[src/rtl/regfile_arb_pkg.sv]
// Shared types for the register-file write-port arbiter.
// Holds register-file geometry and the write request bundle.
package regfile_arb_pkg;

    localparam int REG_ADDR_W = 5;
    localparam int XLEN       = 32;
    localparam int NUM_REGS   = 32;

    typedef struct packed {
        logic [REG_ADDR_W-1:0] addr;
        logic [XLEN-1:0]       data;
    } wb_req_t;

endpackage

[src/rtl/regfile_wb_arbiter_fifo.sv]
// sync_fifo: small synchronous FIFO with wrapping pointers.
// Ports: clk, reset (sync, active high), push/wdata, pop/rdata
// (rdata shows the head combinationally), full, empty.
module sync_fifo #(
    parameter int WIDTH = 37,
    parameter int DEPTH = 2
) (
    input  logic             clk,
    input  logic             reset,
    input  logic             push,
    input  logic             pop,
    input  logic [WIDTH-1:0] wdata,
    output logic [WIDTH-1:0] rdata,
    output logic             full,
    output logic             empty
);

    localparam int AW = $clog2(DEPTH);
    localparam int PW = AW + 1;
    localparam logic [PW-1:0] PTR_ONE = PW'(1);

    logic [WIDTH-1:0] mem [DEPTH];
    logic [PW-1:0]    wr_ptr;
    logic [PW-1:0]    rd_ptr;
    logic             do_push;
    logic             do_pop;

    // Extra pointer MSB tells full from empty when the indices match.
    assign full  = (wr_ptr[AW] != rd_ptr[AW]) &&
                   (wr_ptr[AW-1:0] == rd_ptr[AW-1:0]);
    assign empty = (wr_ptr == rd_ptr);

    assign do_push = push && !full;
    assign do_pop  = pop && !empty;
    assign rdata   = mem[rd_ptr[AW-1:0]];

    always_ff @(posedge clk) begin
        if (reset) begin
            wr_ptr <= '0;
            rd_ptr <= '0;
        end else begin
            if (do_push) wr_ptr <= wr_ptr + PTR_ONE;
            if (do_pop)  rd_ptr <= rd_ptr + PTR_ONE;
        end
    end

    always_ff @(posedge clk) begin
        if (do_push) mem[wr_ptr[AW-1:0]] <= wdata;
    end

endmodule

[src/rtl/regfile_wb_arbiter.sv]
// Shares the RF write port between pipeline WB and a multi-cycle unit.
// Ports: clk, reset; wb_* (WB result, no backpressure); mc_* (MC result
// valid/ready into a FIFO); issue_* (MC op issue); dec_* / dec_stall
// (hazard check); wb_hold (WB bubble request); rf_* (RF write port).
// Optional: REGFILE_ARB_STARVE_GUARD_EN enables the starvation guard.
module regfile_wb_arbiter
    import regfile_arb_pkg::*;
#(
    parameter int DEPTH      = 2,
    parameter int STARVE_MAX = 8
) (
    input  logic                  clk,
    input  logic                  reset,
    input  logic                  wb_valid,
    input  logic [REG_ADDR_W-1:0] wb_rd_addr,
    input  logic [XLEN-1:0]       wb_rd,
    input  logic                  mc_valid,
    output logic                  mc_ready,
    input  logic [REG_ADDR_W-1:0] mc_rd_addr,
    input  logic [XLEN-1:0]       mc_rd,
    input  logic                  issue_valid,
    input  logic [REG_ADDR_W-1:0] issue_rd_addr,
    input  logic [REG_ADDR_W-1:0] dec_rs1_addr,
    input  logic [REG_ADDR_W-1:0] dec_rs2_addr,
    input  logic [REG_ADDR_W-1:0] dec_rd_addr,
    output logic                  dec_stall,
    output logic                  wb_hold,
    output logic                  rf_write,
    output logic [REG_ADDR_W-1:0] rf_rd_addr,
    output logic [XLEN-1:0]       rf_rd
);

    wb_req_t mc_req;
    wb_req_t head;
    logic    fifo_full;
    logic    fifo_empty;
    logic    push;
    logic    pop;

    logic [NUM_REGS-1:0] pend_q;
    logic [NUM_REGS-1:0] pend_d;

    assign mc_req = {mc_rd_addr, mc_rd};

    // mc_ready comes only from the FIFO pointers (no path from mc_valid).
    assign mc_ready = !fifo_full;
    assign push     = mc_valid && mc_ready;
    assign pop      = !wb_valid && !fifo_empty;

    sync_fifo #(
        .WIDTH($bits(wb_req_t)),
        .DEPTH(DEPTH)
    ) u_fifo (
        .clk   (clk),
        .reset (reset),
        .push  (push),
        .pop   (pop),
        .wdata (mc_req),
        .rdata (head),
        .full  (fifo_full),
        .empty (fifo_empty)
    );

    // WB always wins; pop already implies !wb_valid.
    always_comb begin
        rf_write   = 1'b0;
        rf_rd_addr = '0;
        rf_rd      = '0;
        unique case (1'b1)
            wb_valid: begin
                rf_write   = (wb_rd_addr != '0);
                rf_rd_addr = wb_rd_addr;
                rf_rd      = wb_rd;
            end
            pop: begin
                rf_write   = (head.addr != '0);
                rf_rd_addr = head.addr;
                rf_rd      = head.data;
            end
            default: ;
        endcase
    end

    // Clear first, then set, so a same-cycle issue keeps the bit.
    always_comb begin
        pend_d = pend_q;
        if (pop) pend_d[head.addr] = 1'b0;
        if (issue_valid && issue_rd_addr != '0)
            pend_d[issue_rd_addr] = 1'b1;
        pend_d[0] = 1'b0;
    end

    always_ff @(posedge clk) begin
        if (reset) pend_q <= '0;
        else       pend_q <= pend_d;
    end

    assign dec_stall = pend_q[dec_rs1_addr] |
                       pend_q[dec_rs2_addr] |
                       pend_q[dec_rd_addr];

`ifdef REGFILE_ARB_STARVE_GUARD_EN
    localparam int CW = $clog2(STARVE_MAX + 1);
    localparam logic [CW-1:0] CNT_ONE  = CW'(1);
    localparam logic [CW-1:0] CNT_LAST = CW'(STARVE_MAX - 1);

    logic [CW-1:0] starve_cnt;
    logic          wb_hold_q;
    logic          blocked;

    assign blocked = !fifo_empty && wb_valid;
    assign wb_hold = wb_hold_q;

    // Counting the STARVE_MAX-th blocked cycle raises a one-cycle hold.
    always_ff @(posedge clk) begin
        if (reset) begin
            starve_cnt <= '0;
            wb_hold_q  <= 1'b0;
        end else begin
            wb_hold_q <= 1'b0;
            if (!blocked) begin
                starve_cnt <= '0;
            end else if (starve_cnt == CNT_LAST) begin
                starve_cnt <= '0;
                wb_hold_q  <= 1'b1;
            end else begin
                starve_cnt <= starve_cnt + CNT_ONE;
            end
        end
    end
`else
    logic unused_starve;
    assign unused_starve = ^STARVE_MAX;
    assign wb_hold       = 1'b0;
`endif

endmodule

[config.mk]
export PLATFORM = sky130hd
export DESIGN_NAME = regfile_wb_arbiter
export DESIGN_NICKNAME = d
export VERILOG_FILES = /design/src/rtl/regfile_arb_pkg.sv /design/src/rtl/regfile_wb_arbiter_fifo.sv /design/src/rtl/regfile_wb_arbiter.sv
export SDC_FILE = /design/constraint.sdc
export NUM_CORES = 1
export LEC_CHECK = 0
export ABC_CLOCK_PERIOD_IN_PS = 2500
export BUFFER_PORTS_ARGS = -buffer_cell sky130_fd_sc_hd__buf_2
export CORE_MARGIN = 2
export CORE_UTILIZATION = 40
export CTS_CLUSTER_DIAMETER = 30
export DETAILED_ROUTE_END_ITERATION = 8
export PLACE_DENSITY = 0.67
export SLEW_MARGIN = 20
export SYNTH_ARGS = -nofsm -noshare
export SYNTH_HDL_FRONTEND = slang
export SYNTH_SLANG_ARGS = --single-unit
[constraint.sdc]
create_clock -name clk -period 2.5 [get_ports clk]
set_input_delay 0 -clock clk [delete_from_list [all_inputs] [get_ports clk]]
set_output_delay 0 -clock clk [all_outputs]
set_load 0.01 [all_outputs]
==> reports/metrics.cfg, run 1 <==
[placement]
place_congestion = 0.918
dp.cells = 787
pre_cts_slack_ps = 595
dp.final_hpwl_mm = 10.2
dpl_cell_area_mm2 = 0.00631
port_buffers = 138

[final_layout]
fin_area_mm2 = 0.00700
syn_to_final_growth_pct = 28.1
fill_cells = 1178
drive_gt1_share_pct = 27.5
antenna_cells = 0
fin_nets = 762
fin_cells = 844

[sta]
fin_crit_sh_pct = 89.1
fmax_mhz = 449
slew_headroom_pct = 50.4
setup_ws_ps = 273
final-hold-violation-count = 0
fin_tns_setup_ps = 0
period_needed_ps = 2230
worst_clock_skew_ps = 8.80
slew_violations = 0
rsz0062_at_grt = no
final-setup-viol-count = 0
max_slew.worst_pin.slew_ps = 744

[power_and_ir_drop]
power.density_mw_per_mm2 = 741
p_total_mw = 5.19
leakage_nw = 2.66
max-vdd-ir-drop_mv = 0.520

[yosys]
synth_edf_count = 74
syn-cell-area_mm2 = 0.00547
ys_ff_latch = 110
ys.flop_type = edfxtp_1
ys_seq_area_share_pct = 53.8
ys_types = 57
synthArstFlopShare_pct = 0
syn_inst = 491
syn_avg_cell_area_um2 = 11.1
syn_nets = 590
yosysWarningCount = 0

[clock_network]
cts_sinks = 110
clk_pin_slew_ps = 70
clock_latency_ps = 350
cts_tree = built
clock_tree.root_cell = clkbuf_16
htreeDepth = 3
numCtsBuffers = 9
cts_buffer_depth = 2
cts_setup_buffers = 0

[global_routing]
grt_max_degree = 41
grt_pass1_vias = 4549
grt_first_pass_wirelength_mm = 22.9
grt_overflow = 0
grt_use_total_pct = 20.0
antenna_found_initial = 0

[routing]
drc = 0
wirelength_mm = 14.4
wire_per_inst_um = 17.0
vias_per_cell = 5.42
first_iter_violations = 354
vias = 4574
first_pass_iters = 5
final_antenna_net_count = 0

[setup_path]
arrival_ps = 2230
worstReg2RegEnd = u_fifo.mem[1][13]
end_kind = output port
crit_end = rf_write
r2r_cells = 4
cp.required_ps = 2500
start_kind = register
crit_type = register to output port
crit_path_max_fanout = 17
r2r_start = u_fifo.wr_ptr[1]
rrSetupSlack_ps = 610

[min_path]
hold_class = input port to register

[floorplanning]
fp-row-count = 42
start_util_pct = 41.1
chipWidth_um = 121
die_h_um = 121
ios = 140
core_area_mm2 = 0.0133
fp.dieArea_mm2 = 0.0146

[flow_run]
cap_violations = 0

[run_status]
status = finished clean

[cell usage in the layout, fill, tap and decap left out, types with 7 or more instances in the layout]
cell type	synthesis	final
edfxtp_1	74	74
mux2i_1	44	44
mux4_2	9	9
dfxtp_1	36	35
o21ai_0	66	66
nand2_1	84	84
clkbuf_16	0	9
buf_2	5	138
nor2_1	16	15
a21oi_1	33	33
nand3_1	7	7
dlygate4sd3_1	0	41
nor2b_1	13	13
mux2_2	8	8
[timing repair]
item / in CTS / in global routing
hold buffers: 41 / 0
hold endpoints to repair: 78 / 0
gates resized for setup: 0 / 0
[critical path, stage by stage (launching register included)]
cell	delay, ps
dfxtp_2	600
mux2i_1	450
and2_1	210
nand2_1	110
o21ai_0	240
nand2_1	110
buf_2	160
[routing by layer]
layer | up-vias | global-route usage, % | wire length [µm]
met5 | - | 0 | 0
met4 | 0 | 6.40 | 199
met3 | 17 | 4.18 | 1140
met2 | 226 | 34.0 | 6920
met1 | 2147 | 25.5 | 6110
li1 | 2184 | - | -
[stage by stage]
step	util (%)	hold slack (ps)
after floorplan	-	98.9
after global placement	47.4	190
after detailed placement	47.4	191
after CTS	52.7	44.9
after global routing	52.7	95.2
final	52.7	71.8
[synthesized netlist by cell type (all sizes together) (2+ instances only)]
master,instances,area (µm²)
a2111oi,4,36.3
a21oi,34,174
a221oi,3,32.5
a311oi,2,23.8
and2,4,25.0
and3,3,18.8
buf,13,92.6
clkbuf,11,42.5
dfxtp,36,721
edfxtp,74,2220
inv,6,22.5
mux2,11,128
mux2i,44,440
mux4,13,308
nand2,84,315
nand2b,5,31.3
nand3,7,35.0
nand3b,3,22.5
nor2,16,60.1
nor2b,13,81.3
nor3,3,15.0
nor4b,2,17.5
nor4bb,2,20.0
o2111ai,3,26.3
o21ai,71,359
o22ai,2,12.5
xnor2,4,35.0
xor2,2,17.5
[sequential cells by signal (all words and copies together), names as in the netlist, named ones only]
signal,cells
u_fifo.mem,74
u_fifo.rd_ptr,2
pend_q,31
u_fifo.wr_ptr,2
[worst min-delay path by stage]
stage,from,to,slack (ps),cells after the start
final,issue_rd_addr[4],pend_q[4],70,3
after global routing,issue_rd_addr[4],pend_q[4],100,3
after CTS,issue_rd_addr[4],pend_q[4],40,3
after detailed placement,mc_rd[7],u_fifo.mem[0][7],190,1
after global placement,mc_rd[7],u_fifo.mem[0][7],190,1
after floorplan,mc_rd[0],u_fifo.mem[0][0],100,0
[cells by family after synthesis]
logic type / synth area share [%]
AOI/OAI and AO/OA: 13.4
xor gates and xnor gates: 0.962
buffers and inverters: 2.88
DFF: 53.8
muxes: 16.0
other: 0.0686
and+or+nand+nor: 12.8
[layout make-up]
| cell class | count | area [µm²] | area share [%] |
|---|---|---|---|
| multi-input combinational | 351 | 2370 | 33.9 |
| tap | 176 | 220 | 3.15 |
| timing repair buffer | 185 | 1160 | 16.6 |
| clock buffer | 9 | 225 | 3.22 |
| sequential | 110 | 2940 | 42.1 |
| clock inverter | 7 | 56.3 | 0.804 |
| inverter | 6 | 22.5 | 0.322 |
[report_power, final]
group / leakage, nW / internal, mW / switching [mW] / total (mW)
Sequential: 0.984 / 2.18 / 0.121 / 2.30
Clock: 0.132 / 0.689 / 0.673 / 1.36
Combinational: 1.55 / 0.624 / 0.899 / 1.52
Power figures use the tool's default switching activity.
==> run 2: changes to the inputs <==
--- a/config.mk
+++ b/config.mk
@@ -6,8 +6,7 @@
 export NUM_CORES = 1
 export LEC_CHECK = 0
 export ABC_CLOCK_PERIOD_IN_PS = 2500
-export BUFFER_PORTS_ARGS = -buffer_cell sky130_fd_sc_hd__buf_2
-export CORE_MARGIN = 2
+export BUFFER_PORTS_ARGS = -buffer_cell sky130_fd_sc_hd__buf_4
 export CORE_UTILIZATION = 40
 export CTS_CLUSTER_DIAMETER = 30
 export DETAILED_ROUTE_END_ITERATION = 8
==> run 2 against run 1 <==
Non-clock buffer count decreased by 1. Combinational power rose by 9%. Clock skew grew 0.87 ps. Via count shrank 1.1%. First-iteration DRC count shrank 24%. Worst hold slack got worse by 59 ps. Clock power is 4% lower. Setup slack better by 180 ps. Utilization grew 2.4 points. Critical path depth stayed put.
==> reports/metrics.cfg, run 2 (synthesis results as in run 1) <==
[routing]
first_pass_iters = 5  ; unchanged
vias_per_cell = 5.36  ; -1.0%
wirelength_mm = 14.2  ; -1.5%
first_iter_violations = 269  ; -24%
vias = 4522  ; -1.1%
final_antenna_net_count = 0  ; unchanged
wire_per_inst_um = 16.8  ; -1.4%
drc = 0  ; unchanged

[sta]
rsz0062_at_grt = no
setup_ws_ps = 449  ; +177 ps
fin_crit_sh_pct = 82.0  ; -7.1 points
slew_violations = 0  ; unchanged
max_slew.worst_pin.slew_ps = 654  ; -89.4 ps
fin_tns_setup_ps = 0  ; unchanged
final-setup-viol-count = 0  ; unchanged
final-hold-violation-count = 0  ; unchanged
fmax_mhz = 488  ; +8.6%
period_needed_ps = 2050  ; -177 ps
slew_headroom_pct = 55.8  ; +5.4 points
worst_clock_skew_ps = 9.67  ; +0.866 ps

[clock_network]
clock_tree.root_cell = clkbuf_16
post_cts_resized = 0  ; unchanged
cts_sinks = 110  ; unchanged
cts_buffer_depth = 2  ; unchanged
clock_latency_ps = 340  ; about the same
cts_hold_buf = 41  ; unchanged
htreeDepth = 3  ; unchanged
cts_tree = built
numCtsBuffers = 9  ; unchanged
clk_pin_slew_ps = 70  ; about the same
cts_setup_buffers = 0  ; unchanged

[final_layout]
fin_nets = 761  ; -0.13%
largest_reg_flops = 74  ; unchanged
final_common_cell = buf_4
fin_cells = 843  ; -0.12%
final_cell_mix = buf_4, nand2_1, edfxtp_1, o21ai_0, mux2i_1
antenna_cells = 0  ; unchanged
syn_to_final_growth_pct = 33.9
drive_gt1_share_pct = 27.4  ; -0.11 points

[power_and_ir_drop]
max-vdd-ir-drop_mv = 0.437  ; -16%
p_total_mw = 5.24  ; +1.0%
power.density_mw_per_mm2 = 716  ; -3.3%
leakage_nw = 2.76  ; +3.8%

[global_routing]
grt_pass1_vias = 4663  ; +2.5%
antenna_found_initial = 0  ; unchanged
grt_first_pass_wirelength_mm = 22.9  ; +0.21%
grt_overflow = 0  ; unchanged
grt_max_degree = 41  ; unchanged
grt_use_total_pct = 20.7  ; +0.72 points

[placement]
pre_cts_slack_ps = 698  ; +103 ps
dp.final_hpwl_mm = 10.2  ; +0.17%
dp.cells = 786  ; -0.13%
port_buffers = 138  ; unchanged
place_congestion = 0.874  ; -4.7%

[setup_path]
cp_cell_sequence = mux2i_1 > and2_1 > nand2_1 > o21ai_0 > nand2_1 > buf_4
critPathTopFamily = flip-flops
end_kind = output port
start_kind = register
critPathMostFrequentCell = nand2_1
cp.buffers_inverters = 1  ; unchanged
arrival_ps = 2050  ; -180 ps
crit_type = register to output port
crit_path_max_fanout = 12  ; -5
slowest_delay_ps = 470  ; -130 ps
slowest_stage = dfxtp_2
cp.required_ps = 2500  ; about the same

[floorplanning]
fp-row-count = 42  ; unchanged
chipWidth_um = 119  ; -1.7%
start_util_pct = 41.1  ; unchanged
ios = 140  ; unchanged
fp.dieArea_mm2 = 0.0141  ; -3.3%
core_area_mm2 = 0.0133  ; unchanged
die_h_um = 119  ; -1.7%

[flow_run]
cap_violations = 0  ; unchanged

[run_status]
status = finished clean

[min_path]
hold_class = input port to register

## run 2: final timing paths
check                   startpoint                end  slack, ps  cells after the start
setup / recovery          register           rf_write        450                      6
hold / removal    issue_rd_addr[4]          pend_q[4]         10                      3
setup reg to reg  u_fifo.wr_ptr[1]  u_fifo.mem[0][34]        700                      5
hold reg to reg          pend_q[9]          pend_q[9]        510                      2
## run 2: where the power goes
part / leakage [nW] / internal, mW / switching [mW] / total [mW]
Sequential: 0.984 / 2.18 / 0.100 / 2.28
Combinational: 1.64 / 0.736 / 0.915 / 1.65
Clock: 0.137 / 0.677 / 0.629 / 1.31
## run 2: cell type report
class,instances,area (µm²)
repair buffers,184,1480
well taps,176,220
multi-input cells,351,2370
inverters,6,22.5
flip-flops and latches,110,2940
clock buffers,9,225
clock inverters,7,48.8
fillers,1139,5980
## run 2: layer usage
metal	track usage [%]	part of all wire, %
met2	35.9	49
met4	8.94	1.8
met3	3.64	5.5
met1	25.4	43
met5	0	0
## run 2: through the flow
stage | hold slack [ps] | instance area (µm²) | util (%)
floorplan | 98.9 | 5470 | -
global placement | 185 | 6630 | 49.9
detailed placement | 188 | 6630 | 49.9
CTS | 0.152 | 7320 | 55.0
global route | 20.3 | 7320 | 55.0
finish | 12.4 | 7320 | 55.0
## run 2: tightest hold or removal path: cells and delay by family
family | cells | cell delay [ps]
compound gates | 1 | 60
buf+inv | 1 | 130
simple gates | 1 | 120
